[src/rtl/pc_step_controller.sv]
`timescale 1ns/1ps
// pc_step_controller: decides when the single-cycle core's PC advances.
// Produces one-cycle pc_en pulses either at a fixed divided rate (run mode)
// or once per debounced step-button press (step mode). It freezes the PC
// on an ecall until the IO block acknowledges it.
module pc_step_controller #(
  parameter int RUN_DIV   = 4,
  parameter int DB_CYCLES = 4,
  parameter int CNT_W     = 32
) (
  input  logic             clk,
  input  logic             reset,
  input  logic             start,
  input  logic             halt,
  input  logic             run_mode,
  input  logic             step_btn,
  input  logic             ecall,
  input  logic             ecall_ack,
  output logic             pc_en,
  output logic             ecall_hold,
  output logic             running,
  output logic             halted,
  output logic [1:0]       state,
  output logic [CNT_W-1:0] step_count
);

  typedef enum logic [1:0] {
    S_IDLE  = 2'd0,
    S_RUN   = 2'd1,
    S_STEP  = 2'd2,
    S_ECALL = 2'd3
  } state_t;

  localparam int               DIV_W   = (RUN_DIV > 1) ? $clog2(RUN_DIV) : 1;
  localparam logic [DIV_W-1:0] DIV_MAX = DIV_W'(RUN_DIV - 1);
  localparam int               DB_W    = (DB_CYCLES > 1) ? $clog2(DB_CYCLES) : 1;
  localparam logic [DB_W-1:0]  DB_MAX  = DB_W'(DB_CYCLES - 1);

  state_t           r_state;
  logic [DIV_W-1:0] r_div_cnt;
  logic             r_pc_en;
  logic [CNT_W-1:0] r_step_count;
  logic             r_ack_prev;

  logic             r_sync1;
  logic             r_sync2;
  logic [DB_W-1:0]  r_db_cnt;
  logic             r_db_level;
  logic             r_db_prev;

  logic             w_step_req;
  logic             w_ack_rise;
  logic             w_ecall_take;

  // Debounced rising edge of the step button: one pulse per press.
  assign w_step_req   = r_db_level & ~r_db_prev;
  // The IO block signals completion with a rising edge on its ack level.
  assign w_ack_rise   = ecall_ack & ~r_ack_prev;
  // While pc_en is high the PC still points at the serviced ecall, so the
  // decoder's flag for it must not re-trap.
  assign w_ecall_take = ecall & ~r_pc_en;

  // Synchronize the raw button, then accept a new level only after it has
  // disagreed with the current one for DB_CYCLES consecutive cycles.
  always_ff @(posedge clk or posedge reset) begin
    if (reset) begin
      r_sync1    <= 1'b0;
      r_sync2    <= 1'b0;
      r_db_cnt   <= '0;
      r_db_level <= 1'b0;
      r_db_prev  <= 1'b0;
    end else begin
      // NOTE: non-blocking assignments let every flop sample the pre-edge
      // value of its neighbour, which is what makes the two-flop chain work.
      r_sync1   <= step_btn;
      r_sync2   <= r_sync1;
      r_db_prev <= r_db_level;
      if (r_sync2 != r_db_level) begin
        if (r_db_cnt == DB_MAX) begin
          r_db_level <= r_sync2;
          r_db_cnt   <= '0;
        end else begin
          r_db_cnt <= r_db_cnt + DB_W'(1);
        end
      end else begin
        // Any bounce back to the accepted level restarts the count.
        r_db_cnt <= '0;
      end
    end
  end

  // Sequencer: halt > ecall > mode change > pulse generation.
  always_ff @(posedge clk or posedge reset) begin
    if (reset) begin
      r_state      <= S_IDLE;
      r_div_cnt    <= '0;
      r_pc_en      <= 1'b0;
      r_step_count <= '0;
      r_ack_prev   <= 1'b0;
    end else begin
      // NOTE: defaulting pc_en low at the top of the block makes it a
      // one-cycle pulse; only the branches below that advance the PC raise it.
      r_pc_en    <= 1'b0;
      r_ack_prev <= ecall_ack;
      if (halt) begin
        r_state   <= S_IDLE;
        r_div_cnt <= '0;
      end else begin
        unique case (r_state)
          S_IDLE: begin
            if (start) begin
              r_state   <= run_mode ? S_RUN : S_STEP;
              r_div_cnt <= '0;
            end
          end
          S_RUN: begin
            if (w_ecall_take) begin
              r_state   <= S_ECALL;
              r_div_cnt <= '0;
            end else if (!run_mode) begin
              r_state   <= S_STEP;
              r_div_cnt <= '0;
            end else if (r_div_cnt == DIV_MAX) begin
              r_div_cnt    <= '0;
              r_pc_en      <= 1'b1;
              r_step_count <= r_step_count + CNT_W'(1);
            end else begin
              r_div_cnt <= r_div_cnt + DIV_W'(1);
            end
          end
          S_STEP: begin
            if (w_ecall_take) begin
              r_state <= S_ECALL;
            end else if (run_mode) begin
              r_state   <= S_RUN;
              r_div_cnt <= '0;
            end else if (w_step_req) begin
              r_pc_en      <= 1'b1;
              r_step_count <= r_step_count + CNT_W'(1);
            end
          end
          S_ECALL: begin
            // Button presses arriving here are simply dropped.
            if (w_ack_rise) begin
              r_state      <= run_mode ? S_RUN : S_STEP;
              r_div_cnt    <= '0;
              r_pc_en      <= 1'b1;
              r_step_count <= r_step_count + CNT_W'(1);
            end
          end
          default: r_state <= S_IDLE;
        endcase
      end
    end
  end

  assign pc_en      = r_pc_en;
  assign state      = r_state;
  assign running    = (r_state == S_RUN);
  assign halted     = (r_state == S_IDLE);
  assign ecall_hold = (r_state == S_ECALL);
  assign step_count = r_step_count;

endmodule

[config.mk]
export PLATFORM = sky130hd
export DESIGN_NAME = pc_step_controller
export DESIGN_NICKNAME = d
export VERILOG_FILES = /design/src/rtl/pc_step_controller.sv
export SDC_FILE = /design/constraint.sdc
export NUM_CORES = 1
export LEC_CHECK = 0
export CAP_MARGIN = 5
export CORE_MARGIN = 3
export CORE_UTILIZATION = 51
export CTS_CLUSTER_SIZE = 8
export DETAILED_ROUTE_END_ITERATION = 6
export PLACE_DENSITY = 0.8
export REMOVE_ABC_BUFFERS = 1
export SETUP_SLACK_MARGIN = 0.3
export SKIP_LAST_GASP = 1
export SYNTH_ARGS = -nofsm -noshare
export SYNTH_HDL_FRONTEND = slang
export SYNTH_SLANG_ARGS = --single-unit
[constraint.sdc]
create_clock -name clk -period 2.2 [get_ports clk]
set_input_delay 0.55 -clock clk [delete_from_list [all_inputs] [get_ports clk]]
set_output_delay 0.55 -clock clk [all_outputs]
set_load 0.02 [all_outputs]
==> metrics.md, run 1 <==
| Metric | Value |
|---|---|
| Critical path cell sequence | clkdlybuf4s50_1 |
| FF+latch area | about 1100 µm² |
| Synth Register Bits | 44 |
| Setup violations, final | 0 |
| Most common cell after layout, fill and taps aside | dfrtp_1 |
| Max stage delay on crit path | 0.62 ns |
| Slowest CP cell | clkdlybuf4s50_1 |
| Crit Path Class | flop to primary output |
| Status | finished, final reports clean |
| Initial drt markers | about 120 |
| First-pass GRT wire length | roughly 7.6 mm |
| Top_reg_cell synth | dfrtp_1 |
| Die area | slightly above 5000 µm² |
| Yosys warning total | 0 |
| Hold Buf Count CTS | 0 |
| Post-layout net count | 270 |
| Setup crit end | step_count[29] |
| Peak VDD IR | roughly 0.54 mV |
| Starting density of the core | 0.540 |
| Worst-path fanout max | 3 |
| Routed vias/inst | approximately 5.4 |
| Fin. max-slew vios | 0 |
| Delay-heaviest family, CP | buffers and inverters |
| PD cells | approximately 860 nW/µm² |
| # fillers | between 200 and 300 |
| Hold Crit Class | flop to flop |
| RSZ-0062 raised after global routing | yes |
| GRT Total Usage | 0.187 |
| Number of max-cap violations | 0 |
| R2R Path End | step_count[22]$_DFFE_PP0P_ |
| Total wire length | around 4.8 mm |
| ANT nets after route | 0 |
| Diodes inserted | 0 |
| Gp weighted congestion | ~0.76 |
| CTS Root Cell | clkbuf_8 |
| Register area share after synthesis | 0.495 |
| Fin Clk Skew | slightly above 0.008 ns |
| Clk_lat worst skew | roughly 0.3 ns |
| CTS tree | yes |
| GRT overflow | 0 |
| Worst EP arrival | between 1 and 1.5 ns |
| Syn Area/Cell | about 11 µm² |
| WL/cell | about 16 µm |
| Footprint of the multi-input gates | 1110 µm² |
| R2R Setup Slk | ~0.37 ns |
| Final core occ | 0.738 |
| Critical path depth | 1 |
| CP required | roughly 1.7 ns |
| LEAKAGE | around 1.6 nW |
| Buffer and inverter count on the worst path | 1 |
| Chip Height | approximately 72 µm |
| Critical path startpoint category | flop |
| Via Count | ~1,700 |
| Pin count of the biggest net entering global routing | 45 |
| Setup crit start | step_count[29]$_DFFE_PP0P_ |
| TritonRoute pass-1 iters | 4 |
| Vias in the first global route | about 1,600 |
| Async S/R FF share, synth | 1.00 |
| IO buf count | 45 |
| Fmax | approximately 540 MHz |
| FP Rows | 23 |
| Commonest non-fill, non-tap cells in the layout | dfrtp_1, xnor2_1, dlymetal6s2s_1 |
| Final hold vios | 0 |
| Critical Path Sink Type | primary output |
| Post-synth EDFFs | 0 |
| Antenna violations before repair | 0 |
| Hold WS | around 0.35 ns |
| Actual slew at the worst max-slew pin | ~0.43 ns |
| Worst R2R Path Depth | 9 |
| Layout area overhead | 36.6% |
| # IOs | 46 |
| Die W | ~72 µm |
| Tcrit/Tclk final | 0.847 |
| RR Startpoint | state[1]$_DFFE_PP0P_ |
| Core area | just over 4000 µm² |
| Share of layout cells above drive strength 1 | 0.200 |
| H-tree Lvls | 2 |
| Clock Sinks | 44 |
| HPWL after DPL | roughly 3.1 mm |
| Syn Inst Count | ~200 |
| Post-layout minimum cycle time | ~1.9 ns |
| Drt drc | 0 |
| CTS Buffer Depth | 2 |
| Inserted Clock Buffers | 5 |
| Cell area after synthesis | 2220 µm² |
| Synth cell types | 43 |
| Setup_tns | 0 ns |
| Max transition margin | 0.714 |
| Reg clk slew, reported paths | ~0.08 ns |
## cell type report
class                      count  area share
clock buffer                   6      0.0239
clock inverter                 2      0.0115
inverter                       7     0.00865
multi-input combinational    138       0.365
sequential                    44       0.363
tap                           50      0.0206
timing repair buffer          58       0.208
## worst min path at each step
| stage | from | to | slack (ns) | cells after the start |
|---|---|---|---|---|
| after floorplan | r_sync1$_DFF_PP0_ | r_sync2$_DFF_PP0_ | 0.33 | 0 |
| after global placement | r_sync1$_DFF_PP0_ | r_sync2$_DFF_PP0_ | 0.34 | 0 |
| after detailed placement | r_sync1$_DFF_PP0_ | r_sync2$_DFF_PP0_ | 0.34 | 0 |
| after CTS | r_sync1$_DFF_PP0_ | r_sync2$_DFF_PP0_ | 0.36 | 0 |
| after global routing | r_sync1$_DFF_PP0_ | r_sync2$_DFF_PP0_ | 0.36 | 0 |
| final | r_sync1$_DFF_PP0_ | r_sync2$_DFF_PP0_ | 0.35 | 0 |
## synth_stat cells, types with 3 or more instances
master | n | area [µm²]
dfrtp_1 | 44 | 1100
xnor2_1 | 28 | 245
nand3_1 | 15 | 75.1
nand2_1 | 12 | 45.0
nand4_1 | 12 | 75.1
and3_1 | 8 | 50.1
ha_1 | 8 | 100
inv_1 | 7 | 26.3
nor3_1 | 7 | 35.0
buf_4 | 5 | 37.5
xor2_1 | 4 | 35.0
a21oi_1 | 3 | 15.0
and4_1 | 3 | 26.3
mux2_2 | 3 | 33.8
## what timing repair did
item	in CTS	in global routing
pin swaps	0	5
cloned	0	2
gates resized for setup	24	36
setup buffers	1	1
endpoints found under the setup margin	40	48
## through the flow
stage / worst slack (ns) / instances / total power, mW / area, µm²
after floorplan: -0.0527 / 189 / 1.51 / 2170
after global placement: -0.00906 / 293 / 1.83 / 2780
after detailed placement: -0.104 / 293 / 1.85 / 2780
after CTS: 0.266 / 302 / 2.47 / 2880
after global routing: 0.224 / 305 / 2.75 / 3040
final: 0.337 / 305 / 2.60 / 3040
## routing by layer
layer | vias to the layer above | part of all wire | GRT usage
met5 | - | 0 | 0
met4 | 0 | 0.016 | 0.0772
met3 | 6 | 0.038 | 0.0429
met2 | 37 | 0.49 | 0.281
met1 | 804 | 0.46 | 0.263
li1 | 815 | - | -
## where the power goes
group	internal [mW]	switching, mW
registers	0.901	0.101
logic	0.477	0.519
clock network	0.337	0.268
total	1.71	0.888
## state kept, by name, summed over array words and instances, names as in the netlist
register and count:
r_div_cnt 2, pc_en 1, r_sync2 1, r_db_cnt 2
r_ack_prev 1, r_db_level 1, r_db_prev 1, step_count 32
state 2, r_sync1 1
## logic make-up after synthesis
kind of cell             share of synthesized area
flip-flops                                   0.495
multiplexers                                0.0242
XOR/XNOR                                     0.126
adder cells (fa/ha/maj)                     0.0450
AO/OA/AOI/OAI                               0.0445
buffers and inverters                       0.0360
AND/OR/NAND/NOR                              0.229
No activity file was read; power rests on OpenSTA's default activity.
==> run 2, diff against run 1 <==
Clock period 2.2 ns to 1.9 ns, I/O delays scaled along.
==> run 2 against run 1 <==
Power is 25% higher. Worst setup slack got worse by 0.28 ns. Combinational power grew 47%. Non-clock buffer count grew 13. Clock power rose by 2%. Critical path type is now flop to flop.
==> metrics.md, run 2 (synthesis gave the netlist of run 1 again) <==
| Metric | Value |
|---|---|
| Placed insts | 294 (was 293) |
| WL/cell | 17.7 µm (was 15.6 µm) |
| Inserted Clock Buffers | 5 (unchanged) |
| Hold path start | r_sync1$_DFF_PP0_ (unchanged) |
| Core area | 4120 µm² (unchanged) |
| Peak VDD IR | 0.669 mV (was 0.542 mV) |
| Gp weighted congestion | 0.758 (was 0.762) |
| RR Startpoint | state[1]$_DFFE_PP0P_ (unchanged) |
| Max transition margin | 0.744 (was 0.714) |
| Hold Buf Count CTS | 0 (unchanged) |
| Most common cell after layout, fill and taps aside | dfrtp_1 (unchanged) |
| Die area | 5190 µm² (unchanged) |
| ANT nets after route | 0 (unchanged) |
| Max stage delay on crit path | 0.45 ns (was 0.62 ns) |
| Worst-path fanout max | 6 (was 3) |
| Via Count | 1,814 (was 1,662) |
| GRT Total Usage | 0.223 (was 0.187) |
| CP required | 2.09 ns (was 1.65 ns) |
| CTS Root Cell | clkbuf_8 (unchanged) |
| Clk_lat worst skew | 0.30 ns (about the same) |
| # IOs | 46 (unchanged) |
| Total wire length | 5.63 mm (was 4.76 mm) |
| Share of layout cells above drive strength 1 | 0.310 (was 0.200) |
| Final core occ | 0.772 (was 0.738) |
| Fin Clk Skew | 0.00710 ns (was 0.00818 ns) |
| GRT overflow | 0 (unchanged) |
| Critical path startpoint category | flop (unchanged) |
| Commonest non-fill, non-tap cells in the layout | dfrtp_1, xnor2_1, dlygate4sd2_1 (was dfrtp_1, xnor2_1, dlymetal6s2s_1) |
| Most frequent CP cell | buf_6 |
| Hold WS | 0.360 ns (was 0.353 ns) |
| Status | finished, final reports clean (unchanged) |
| Worst EP arrival | 2.04 ns (was 1.31 ns) |
| TritonRoute pass-1 iters | 4 (unchanged) |
| Diodes inserted | 0 (unchanged) |
| Hold Crit Class | flop to flop (unchanged) |
| Starting density of the core | 0.540 (unchanged) |
| Post-layout net count | 283 (was 270) |
| Reg clk slew, reported paths | 0.08 ns (about the same) |
| IO buf count | 45 (unchanged) |
| Layout area overhead | 42.9% (was 36.6%) |
| Final total power | 3.25 mW (was 2.60 mW) |
| Critical path cell sequence | buf_6 -> ha_4 -> a21oi_4 -> o2111a_2 -> buf_6 -> buf_16 -> nand4_1 -> xnor2_1 (was clkdlybuf4s50_1) |
| Fmax | 541 MHz |
| CTS tree | yes (unchanged) |
| PD cells | 1020 nW/µm² (was 857 nW/µm²) |
| Routed vias/inst | 5.70 (was 5.45) |
| Max reg flops | 32 (unchanged) |
| RSZ-0062 raised after global routing | yes (unchanged) |
| LEAKAGE | 1.51 nW (was 1.65 nW) |
| Delay-heaviest family, CP | compound AO/OA/AOI/OAI gates (was buffers and inverters) |
| Die W | 72.0 µm (unchanged) |
| Fin. max-slew vios | 0 (unchanged) |
| Clock Sinks | 44 (unchanged) |
| FP Rows | 23 (unchanged) |
| Antenna violations before repair | 0 (unchanged) |
| Final hold vios | 0 (unchanged) |
| Initial drt markers | 150 (was 121) |
| Pin count of the biggest net entering global routing | 45 (unchanged) |
| Setup crit start | state[1]$_DFFE_PP0P_ (was step_count[29]$_DFFE_PP0P_) |
| Post-layout minimum cycle time | ~1.8 ns |
| Buffer and inverter count on the worst path | 3 (was 1) |
| Number of max-cap violations | 0 (unchanged) |
| Tcrit/Tclk final | 0.972 |
| Slowest CP cell | dfrtp_2 (was clkdlybuf4s50_1) |
| Crit Path Class | flop to flop (was flop to primary output) |
| Non-filler instance count after layout | 318 (was 305) |
| HPWL after DPL | 3.26 mm (was 3.13 mm) |
| Critical Path Sink Type | flop (was primary output) |
| First-pass GRT wire length | 8.97 mm (was 7.62 mm) |
| Drt drc | 0 (unchanged) |
| Setup violations, final | 0 (unchanged) |
| Actual slew at the worst max-slew pin | 0.385 ns (was 0.428 ns) |
| R2R Setup Slk | 0.05 ns (was 0.37 ns) |
| H-tree Lvls | 2 (unchanged) |
| CTS Buffer Depth | 2 (unchanged) |
| Vias in the first global route | 1,820 (was 1,560) |
| Chip Height | 72.0 µm (unchanged) |
[run 2: changes by cell type in the layout (fill, tap and decap cells not counted), moves of 3 or more]
cell             previous run  this run
dlymetal6s2s_1             18         0
buf_6                       2         8
clkdlybuf4s15_1             1         5
clkdlybuf4s50_1             8         4
clkbuf_2                    2         5
dlygate4sd2_1              16        27
buf_4                       7        17
[run 2: report_power, final]
group	switching, mW	internal (mW)	total (mW)
Combinational	0.708	0.748	1.46
Clock	0.320	0.296	0.616
Sequential	0.130	1.04	1.17
Total	1.16	2.09	3.25
[run 2: timing repair]
item | 4_1_cts | 5_1_grt
buffers inserted | 13 | 1
gates cloned | 2 | 0
resized for setup | 89 | 30
endpoints found under the setup margin | 74 | 50
pin swaps | 22 | 8
hold endpoints to repair | 0 | 0
[run 2: routing by layer]
metal | global-route usage | wire [µm] | vias to the layer above | share of wire
met5 | 0 | 0 | - | 0
met4 | 0.0793 | 94 | 0 | 0.017
met2 | 0.382 | 2870 | 57 | 0.51
met1 | 0.284 | 2440 | 912 | 0.43
li1 | - | - | 835 | -
met3 | 0.0388 | 224 | 10 | 0.040
[run 2: worst paths after layout]
check,end,depth (start not counted)
worst max-delay path,step_count[21]$_DFFE_PP0P_,8
min in group asynchronous,r_db_cnt[0]$_DFF_PP0_,3
worst max register to register,step_count[21]$_DFFE_PP0P_,8
worst min register to register,r_sync2$_DFF_PP0_,0
max in group asynchronous,state[0]$_DFFE_PP0P_,3
worst min-delay path,r_sync2$_DFF_PP0_,0
[run 2: metrics by stage]
stage                     worst slack, ns  TNS, ns  cell area [µm²]
after floorplan                    -0.353    -8.56             2170
after global placement             -0.235    -6.09             2780
after detailed placement           -0.289    -7.19             2780
after CTS                          0.0417        0             3140
after global routing             -0.00624  -0.0143             3180
final                              0.0527        0             3180
[run 2: final cells by class]
cell class	count	area (µm²)
timing repair buffer	71	673
clock buffer	7	86.3
tap	50	62.6
clock inverter	1	7.51
fill	250	938
inverter	7	26.3
sequential	44	1100
multi-input combinational	138	1220
